===== src/rtl/goertzel_pkg.sv =====
`default_nettype none
// ============================================================================
// Module      : goertzel_pkg
// Description : Shared constants for the Goertzel enable-strobe path.
// Revision    : 1.0 - initial release
// ============================================================================
package goertzel_pkg;

    typedef logic [1:0] state_t;

    localparam state_t c_IDLE = 2'd0;
    localparam state_t c_ACQ  = 2'd1;
    localparam state_t c_LOCK = 2'd2;

    // Matches the enable generator's divide ratio.
    localparam int c_DEF_EXP_PERIOD = 1000;

endpackage : goertzel_pkg
`default_nettype wire


===== src/rtl/en_mon_if.sv =====
`default_nettype none
// ============================================================================
// Module      : en_mon_if
// Description : Strobe input and status outputs of the enable-period monitor.
// Revision    : 1.0 - initial release
// ============================================================================
interface en_mon_if #(
    parameter int W = 12
);
    logic         en_in;
    logic         clr;
    logic [W-1:0] period_o;
    logic         period_vld;
    logic         locked;
    logic         err_period;
    logic         err_timeout;
    logic [7:0]   miss_cnt;

    modport master (
        output en_in, clr,
        input  period_o, period_vld, locked, err_period, err_timeout, miss_cnt
    );

    modport slave (
        input  en_in, clr,
        output period_o, period_vld, locked, err_period, err_timeout, miss_cnt
    );
endinterface : en_mon_if
`default_nettype wire


===== src/rtl/en_period_cnt.sv =====
`default_nettype none
// ============================================================================
// Module      : en_period_cnt
// Description : Saturating W-bit up counter with synchronous zero.
// Revision    : 1.0 - initial release
// ============================================================================
module en_period_cnt #(
    parameter int W = 12
) (
    input  wire logic         clk,
    input  wire logic         rst,
    input  wire logic         i_zero,
    output logic [W-1:0]      o_cnt
);
    logic [W-1:0] r_cnt;

    always_ff @(posedge clk or posedge rst) begin
        if (rst) begin
            r_cnt <= '0;
        end else if (i_zero) begin
            r_cnt <= '0;
        end else if (r_cnt != '1) begin
            r_cnt <= r_cnt + 1'b1;
        end
    end

    assign o_cnt = r_cnt;
endmodule : en_period_cnt
`default_nettype wire


===== src/rtl/en_mon.sv =====
`default_nettype none
// ============================================================================
// Module      : en_mon
// Description : Enable-strobe period monitor with lock, error and loss flags.
// Revision    : 1.0 - initial release
// ============================================================================
module en_mon
    import goertzel_pkg::*;
#(
    parameter int W          = 12,
    parameter int EXP_PERIOD = c_DEF_EXP_PERIOD,
    parameter int TOL        = 0,
    parameter int LOCK_CNT   = 4,
    parameter int TIMEOUT    = 2000
) (
    input  wire logic clk,
    input  wire logic rst,
    en_mon_if.slave   bus
);
    localparam logic [W:0]   c_EXP      = (W+1)'(EXP_PERIOD);
    localparam logic [W:0]   c_TOL      = (W+1)'(TOL);
    localparam logic [W-1:0] c_TIMEOUT  = W'(TIMEOUT);
    localparam logic [3:0]   c_LOCK_CNT = 4'(LOCK_CNT);

    state_t       r_state, w_state_nxt;
    logic [3:0]   r_mcnt, w_mcnt_nxt, w_mcnt_inc;
    logic [W-1:0] w_cnt, w_period;
    logic [W:0]   w_diff, w_dev;
    logic         w_event, w_in_tol, w_timeout;
    logic         w_pvld_nxt, w_set_errp, w_set_errt, w_miss_inc;

    logic [W-1:0] r_period;
    logic         r_pvld, r_locked, r_errp, r_errt;
    logic [7:0]   r_miss;

    assign w_event = bus.en_in;

    en_period_cnt #(.W(W)) u_cnt (
        .clk    (clk),
        .rst    (rst),
        .i_zero (bus.clr | bus.en_in),
        .o_cnt  (w_cnt)
    );

    // Period is counted inclusively of the event cycle itself.
    assign w_period   = w_cnt + 1'b1;
    assign w_diff     = {1'b0, w_period} - c_EXP;
    assign w_dev      = w_diff[W] ? (~w_diff + 1'b1) : w_diff;
    assign w_in_tol   = (w_dev <= c_TOL);
    assign w_timeout  = (w_cnt == c_TIMEOUT);
    assign w_mcnt_inc = r_mcnt + 4'd1;

    always_ff @(posedge clk or posedge rst) begin
        if (rst) begin
            r_state <= c_IDLE;
        end else begin
            r_state <= w_state_nxt;
        end
    end

    // A real event outranks a coincident timeout: it carries a measurement.
    always_comb begin
        w_state_nxt = r_state;
        if (bus.clr) begin
            w_state_nxt = c_IDLE;
        end else begin
            case (r_state)
                c_IDLE: if (w_event) w_state_nxt = c_ACQ;
                c_ACQ: begin
                    if (w_event) begin
                        if (w_in_tol && (w_mcnt_inc == c_LOCK_CNT)) w_state_nxt = c_LOCK;
                    end else if (w_timeout) begin
                        w_state_nxt = c_IDLE;
                    end
                end
                c_LOCK: begin
                    if (w_event) begin
                        if (!w_in_tol) w_state_nxt = c_ACQ;
                    end else if (w_timeout) begin
                        w_state_nxt = c_IDLE;
                    end
                end
                default: w_state_nxt = c_IDLE;
            endcase
        end
    end

    always_comb begin
        w_pvld_nxt = 1'b0;
        w_mcnt_nxt = r_mcnt;
        w_set_errp = 1'b0;
        w_set_errt = 1'b0;
        w_miss_inc = 1'b0;
        case (r_state)
            c_IDLE: if (w_event) w_mcnt_nxt = 4'd0;
            c_ACQ: begin
                if (w_event) begin
                    w_pvld_nxt = 1'b1;
                    w_mcnt_nxt = w_in_tol ? w_mcnt_inc : 4'd0;
                end
            end
            c_LOCK: begin
                if (w_event) begin
                    w_pvld_nxt = 1'b1;
                    if (!w_in_tol) begin
                        w_set_errp = 1'b1;
                        w_miss_inc = 1'b1;
                        w_mcnt_nxt = 4'd0;
                    end
                end else if (w_timeout) begin
                    w_set_errt = 1'b1;
                    w_miss_inc = 1'b1;
                end
            end
            default: w_mcnt_nxt = 4'd0;
        endcase
    end

    always_ff @(posedge clk or posedge rst) begin
        if (rst) begin
            r_mcnt   <= 4'd0;
            r_period <= '0;
            r_pvld   <= 1'b0;
            r_locked <= 1'b0;
            r_errp   <= 1'b0;
            r_errt   <= 1'b0;
            r_miss   <= 8'd0;
        end else if (bus.clr) begin
            // period_o deliberately survives a clear.
            r_mcnt   <= 4'd0;
            r_pvld   <= 1'b0;
            r_locked <= 1'b0;
            r_errp   <= 1'b0;
            r_errt   <= 1'b0;
            r_miss   <= 8'd0;
        end else begin
            r_mcnt   <= w_mcnt_nxt;
            r_pvld   <= w_pvld_nxt;
            r_locked <= (w_state_nxt == c_LOCK);
            if (w_pvld_nxt)                     r_period <= w_period;
            if (w_set_errp)                     r_errp   <= 1'b1;
            if (w_set_errt)                     r_errt   <= 1'b1;
            if (w_miss_inc && (r_miss != 8'hFF)) r_miss   <= r_miss + 8'd1;
        end
    end

    assign bus.period_o    = r_period;
    assign bus.period_vld  = r_pvld;
    assign bus.locked      = r_locked;
    assign bus.err_period  = r_errp;
    assign bus.err_timeout = r_errt;
    assign bus.miss_cnt    = r_miss;
endmodule : en_mon
`default_nettype wire


===== src/flat_wrapper.sv =====
// flat-port wrapper written by rule: the top's interface ports become plain ports
module en_mon_flat import goertzel_pkg::*;
#(
    parameter int W          = 12,
    parameter int EXP_PERIOD = c_DEF_EXP_PERIOD,
    parameter int TOL        = 0,
    parameter int LOCK_CNT   = 4,
    parameter int TIMEOUT    = 2000
)
  (clk, rst, bus_en_in, bus_clr, bus_period_o, bus_period_vld, bus_locked, bus_err_period, bus_err_timeout, bus_miss_cnt);
  en_mon_if #(.W(W)) bus_i ();
  input  wire logic clk;
  input  wire logic rst;
  input wire logic [$bits(bus_i.en_in)-1:0] bus_en_in;
  input wire logic [$bits(bus_i.clr)-1:0] bus_clr;
  output wire logic [$bits(bus_i.period_o)-1:0] bus_period_o;
  output wire logic [$bits(bus_i.period_vld)-1:0] bus_period_vld;
  output wire logic [$bits(bus_i.locked)-1:0] bus_locked;
  output wire logic [$bits(bus_i.err_period)-1:0] bus_err_period;
  output wire logic [$bits(bus_i.err_timeout)-1:0] bus_err_timeout;
  output wire logic [$bits(bus_i.miss_cnt)-1:0] bus_miss_cnt;
  assign bus_i.en_in = bus_en_in;
  assign bus_i.clr = bus_clr;
  assign bus_period_o = bus_i.period_o;
  assign bus_period_vld = bus_i.period_vld;
  assign bus_locked = bus_i.locked;
  assign bus_err_period = bus_i.err_period;
  assign bus_err_timeout = bus_i.err_timeout;
  assign bus_miss_cnt = bus_i.miss_cnt;
  en_mon #(.W(W), .EXP_PERIOD(EXP_PERIOD), .TOL(TOL), .LOCK_CNT(LOCK_CNT), .TIMEOUT(TIMEOUT)) u_core (.clk(clk), .rst(rst), .bus(bus_i));
endmodule

===== config.mk =====
export PLATFORM = sky130hd
export DESIGN_NAME = en_mon_flat
export DESIGN_NICKNAME = d
export VERILOG_FILES = /design/src/rtl/goertzel_pkg.sv /design/src/rtl/en_mon_if.sv /design/src/rtl/en_period_cnt.sv /design/src/rtl/en_mon.sv /design/src/flat_wrapper.sv
export SDC_FILE = /design/constraint.sdc
export NUM_CORES = 1
export LEC_CHECK = 0
export CAP_MARGIN = 30
export CORE_ASPECT_RATIO = 0.9
export CORE_UTILIZATION = 53
export CTS_BUF_LIST = sky130_fd_sc_hd__clkbuf_16
export DETAILED_ROUTE_END_ITERATION = 8
export PLACE_DENSITY = 0.75
export SETUP_SLACK_MARGIN = 0.1
export SLEW_MARGIN = 40
export SYNTH_ARGS = -nofsm -noshare
export SYNTH_HDL_FRONTEND = slang
export SYNTH_SLANG_ARGS = --single-unit

===== constraint.sdc =====
create_clock -name clk -period 5.6 [get_ports clk]
set_input_delay 1.12 -clock clk [delete_from_list [all_inputs] [get_ports clk]]
set_output_delay 1.12 -clock clk [all_outputs]
set_load 0.01 [all_outputs]

# Yosys cells after proc, flatten, opt, wreduce, memory -nomap -nowiden
# Index checks and enable logic that the tools add are counted.
op_classes:
  eq_ne: 11
  n_bitwise: 3
  order_cmp: 1
  reduce_logical: 10
  addsub: 5
  n_mux: 36
ops:
  columns: ["op", "n"]
  rows:
  - ["12-bit 2-to-1 mux", 2]
  - ["4-bit 2-to-1 mux", 6]
  - ["1-bit 2-to-1 mux", 16]
  - ["8-bit 2-to-1 mux", 2]
  - ["2-bit 2-to-1 mux", 7]
  - ["13-bit by 1-bit adder with 13-bit output, second input constant", 1]
  - ["13-bit by 1-bit less-or-equal comparator with 1-bit output, second input constant", 1]
  - ["13-bit 2-to-1 mux", 1]
  - ["13-bit NOT", 1]
  - ["12-bit by 10-bit subtractor with 13-bit output, second input constant", 1]
  - ["12-bit by 1-bit adder with 12-bit output, second input constant", 1]
  - ["12-bit by 11-bit equality test with 1-bit output, second input constant", 1]
  - ["12-bit != test, second input constant", 1]
  - ["3-bit != test, second input constant", 4]
  - ["4-bit one-hot mux with 3 select lines", 1]
  - ["8-bit by 1-bit adder with 8-bit output, second input constant", 1]
  - ["8-bit != test, second input constant", 1]
  - ["2-bit nonzero test", 4]
  - ["2-bit one-hot mux with 3 select lines", 1]
  - ["4-bit by 1-bit adder with 4-bit output, second input constant", 1]
  - ["2-bit equality test, second input constant", 2]
  - ["4-bit by 3-bit equality test with 1-bit output, second input constant", 1]
  - ["4-bit AND reduction", 1]
  - ["2-bit by 1-bit equality test with 1-bit output, second input constant", 1]
  - ["6 further kinds", 7]
totals:
  reg_bits: 42
  elab_cells: 75
  in_bits: 4
  out_inout_bits: 24

# Depth between registers and ports, before layout
depth:
  depth_word: 13
  ltp_mapped: 16
  mapped_depth_nobuf: 14

# Cells and area by module
# From an unflattened synthesis, not the netlist that was laid out.
unflattened:
  cells_unflattened: 369
  area_unflattened_um2: 3200.6
modules_own_cells:
  columns: ["module", "seq_area_each_um2", "cells_per_inst", "instances", "area_each_um2"]
  rows:
  - ["en_mon", 750.7, 304, 1, 2562.5]
  - ["en_period_cnt", 300.3, 65, 1, 638.1]

# Worst setup path after synthesis
# Ideal clock, no wire load.
synth_timing:
  path_type: "reg2reg"
  startpoint: "reg u_core.u_cnt.r_cnt[0], in the netlist u_core.u_cnt.o_cnt[0]"
  endpoint: "reg u_core.r_miss[3], in the netlist u_core.bus.miss_cnt[3]"
  arrival_ns: 3.780
  setup_time_ns: 0.125
  path_slack_ns: 1.695
  path_stages_with_launch: 16
  synth_period_minus_slack_ns: 3.905
  required_time_ns: 5.475
  path_buffers: 1
  cell_sequence: "dfrtp_1 ha_1 buf_2 nand2_1 xor2_1 ha_1 nand4_1 a21oi_1 or2_2 or4_1 a21boi_0 o211ai_1 a2111o_2 o21a_4 and3_4 mux2_4"
synth_via:
  elab_chain_cells: 11
  elab_cells_between_ends: 13
  cone_classes: "add/sub (3); order compare (1); eq/ne (1); mux (5); bitwise (1); reduce/logical (2)"
synth_lines:
  columns: ["item", "line", "rtl"]
  rows:
  - ["from (decl)", "en_period_cnt.sv:15", "logic [W-1:0] r_cnt;"]
  - ["from (signal assigned)", "en_period_cnt.sv:23", "r_cnt <= r_cnt + 1'b1;"]
  - ["12-bit by 1-bit adder with 12-bit output", "en_mon.sv:46", "assign w_period = w_cnt + 1'b1;"]
  - ["12-bit by 10-bit subtractor with 13-bit output", "en_mon.sv:47", "assign w_diff = {1'b0, w_period} - c_EXP;"]
  - ["13-bit NOT", "en_mon.sv:48", "assign w_dev = w_diff[W] ? (~w_diff + 1'b1) : w_diff;"]
  - ["13-bit by 1-bit adder with 13-bit output", "en_mon.sv:48", null]
  - ["13-bit 2-to-1 mux", "en_mon.sv:48", null]
  - ["13-bit by 1-bit less-or-equal comparator with 1-bit output", "en_mon.sv:49", "assign w_in_tol = (w_dev <= c_TOL);"]
  - ["1-bit 2-to-1 mux", "en_mon.sv:105", "if (!w_in_tol) begin"]
  - ["1-bit 2-to-1 mux *", "en_mon.sv:103", "if (w_event) begin"]
  - ["1-bit 2-to-1 mux *", "en_mon.sv:94", "case (r_state)"]
  - ["1-bit logical AND *", "en_mon.sv:143", "if (w_miss_inc && (r_miss != 8'hFF)) r_miss <= r_miss + 8'd1;"]
  - ["2-bit nonzero test (no source line) *", null, null]
  - ["to (signal assigned)", "en_mon.sv:143", null]
  - ["to (decl)", "en_mon.sv:34", "logic [7:0] r_miss;"]
# Mark *: on every way between the ends. The rest lies on a longest branch, timed or not.
# A chain may end at the register's enable or synchronous reset.

# Worst setup path in the final report
# Ends and elaborated chain as after synthesis.

==> flow_summary.toml <==
[global_route]
grt_pass1_wl_microns = 10900
top_usage_layer = "met2"
antenna_found_initial = 0
use_met1 = 0.337
overflow = 0
first_global_vias = 2316
grtUsageMet2 = 0.379
grt_max_degree = 43
use_met3 = 0.0471
grt_usage = 0.243

[detailed_routing]
wl_per_cell_microns = 15.6
ant_nets = 0
drcViolationCount = 0
via_per_inst = 6.15
drt_iter0_markers = 251
via_count = 2558
first_pass_iters = 5
drt_wl_total_microns = 6500

[place]
dp_hpwl_microns = 4790
placed_cell_area_sq_mm = 0.00314
gp_congestion = 0.924
portBuffers = 27

[synth]
synth-edff-count = 0
yosysUniqueCellTypes = 62
syn_area_sq_mm = 0.00287
seq_area_frac_synth = 0.367
synth_top_area_frac = 0.367
synthTopCellsByArea = "dfrtp_1, o21ai_0, ha_1"
synthArstFlopShare = 1.00
synth-seq-cells = 42
synth_most_common_cell = "dfrtp_1"
synth_nets = 345
syn_inst = 330
synth_area_per_cell_sq_um = 8.69
synth_top_area_cell = "dfrtp_1"
synthFlopType = "dfrtp_1"
synth_common_cells = "dfrtp_1, o21ai_0, nand2_1, nor2_1"
yosys_warnings = 0

[worst_setup_path]
worstPathArrival_ps = 4670
worstSetupStartpointType = "flip-flop"
rr_endpoint = "u_core.bus.miss_cnt[3]"
cp-end-kind = "flip-flop"
crit_type = "flip-flop to flip-flop"
r2r_cells = 14
r2r_start = "u_core.u_cnt.o_cnt[0]"
path_max_fanout = 11
required_ps = 5770
rrSetupSlack_ps = 1090

[clock_tree]
holdBufCountCts = 0
cts_resized = 0
cts_made_buffers = 5
clockBufferDepth = 2
cts-htree-levels = 2
post_cts_buffers = 0
cts.sinks = 42
clk_latency_ps = 280
clk_pin_slew_ps = 60
cts_tree = "yes"
cts_root_buffer = "clkbuf_16"

[die]
fp.coreArea_sq_mm = 0.00522
dieArea_sq_mm = 0.00571
boundaryPins = 28
die_width_microns = 79.5
start_util = 0.549
die_y_microns = 71.8
fp-row-count = 25

[sta]
hold_viol_final = 0
fin_crit_ps = 4510
fin_setup_tns_ps = 0
finalMaxSlewViolations = 0
finClkSkew_ps = 4.59
worst_pin_slew_ps = 709
relSlewSlack = 0.526
grt_setup_unrepaired = "no"
report.final.setup_viol = 0
period_share = 0.805
clock.fmax_ghz = 0.222

[hold_path]
worstHoldStart = "u_core.bus.period_o[6]"
hp-class = "flip-flop to flip-flop"
hold_depth = 2
min_to = "u_core.bus.period_o[6]"

[final_layout]
fin_nets = 364
drive_gt1_frac = 0.0802
stdcell_area_sq_mm = 0.00329
area_delta_synth_final_pct = 14.8
diodes = 0

[power]
power.leakage_nw = 1.32
ir_worst_vdd_v = 0.000146
p_per_area_mw_per_mm2 = 200

[run_status]
status = "finished clean"

[job]
maxCapViolCount = 0
## registers in the layout, summed over array words and instances (netlist names)
register	flops
u_core.u_cnt.o_cnt	12
u_core.r_state	2
u_core.bus.period_vld	1
u_core.bus.miss_cnt	8
u_core.r_mcnt	4
u_core.bus.err_timeout	1
u_core.bus.locked	1
u_core.bus.period_o	12
u_core.bus.err_period	1
## cell usage in the layout, fill, tap and decap left out, types with 4 or more instances in the layout
cell             instances
and2_1                   5
a21oi_1                 12
o21ai_0                 31
ha_1                    11
and3_1                   4
dfrtp_1                 42
a21boi_0                 4
nand2b_1                 5
nor3_1                  13
clkbuf_16                5
nor2b_1                  5
nor2_1                  26
nand4_1                  8
or3_1                    4
nor4_1                   4
o211ai_1                 4
xor2_1                   5
nand3_1                 12
inv_1                   13
nand2_1                 30
nand3b_1                 4
xnor2_1                 11
clkdlybuf4s50_1         27
## cell type report
cell class	instances	area (sq um)
clock buffers	5	125
clock inverters	2	10.0
fillers	421	1930
inverters	13	48.8
multi-input cells	258	1690
flip-flops and latches	42	1050
well taps	67	83.8
repair buffers	29	285
## worst max path at each step
stage / startpoint / endpoint / slack (ps)
2_1_floorplan: u_core.u_cnt.o_cnt[0] / u_core.bus.miss_cnt[3] / 1690
5_1_grt: u_core.u_cnt.o_cnt[0] / u_core.bus.miss_cnt[3] / 880
3_5_place_dp: u_core.u_cnt.o_cnt[0] / u_core.bus.miss_cnt[3] / 1170
6_report: u_core.u_cnt.o_cnt[0] / u_core.bus.miss_cnt[3] / 1090
4_1_cts: u_core.u_cnt.o_cnt[0] / u_core.bus.miss_cnt[3] / 1160
3_3_place_gp: u_core.u_cnt.o_cnt[0] / u_core.bus.miss_cnt[3] / 1300
## worst max-delay path, stage by stage (launching register included)
cell,delay (ps)
dfrtp_1,540
ha_1,500
nand2_1,120
xor2_1,310
ha_1,340
nand4_1,110
a21oi_1,60
or2_2,320
or4_1,510
a21boi_0,180
o211ai_1,160
a2111o_2,530
o21a_4,260
and3_4,170
mux2_4,280
## cells by family (layout without fill, tap and decap cells)
logic type,count (synthesis),in the layout,synth area share
buffers and inverters,30,49,0.0471
xor gates and xnor gates,17,17,0.0519
adders and majority gates,11,11,0.0480
and+or+nand+nor,134,134,0.246
muxes,5,5,0.0205
AOI/OAI and AO/OA,91,91,0.220
DFF,42,42,0.367
## power by group
part	total [mW]	switching, mW	internal, mW
logic	0.0700	0.0392	0.0308
registers	0.320	0.00752	0.313
clock network	0.270	0.109	0.161
## layer usage
layer  up-vias  part of all wire
met1      1210              0.46
met3        19             0.051
li1       1240                 -
met5         -                 0
met2        89              0.46
met4         0             0.024
## per-stage QoR
step	hold WS, ps	total power, mW	utilization	instances	worst slack (ps)
finish	480	0.660	0.630	416	1090
floorplan	482	0.368	-	330	1690
global route	505	0.688	0.630	416	879
global placement	463	0.393	0.601	408	1300
detailed placement	474	0.395	0.601	408	1170
CTS	487	0.665	0.627	415	1160
(Power assumes the default switching activity.)
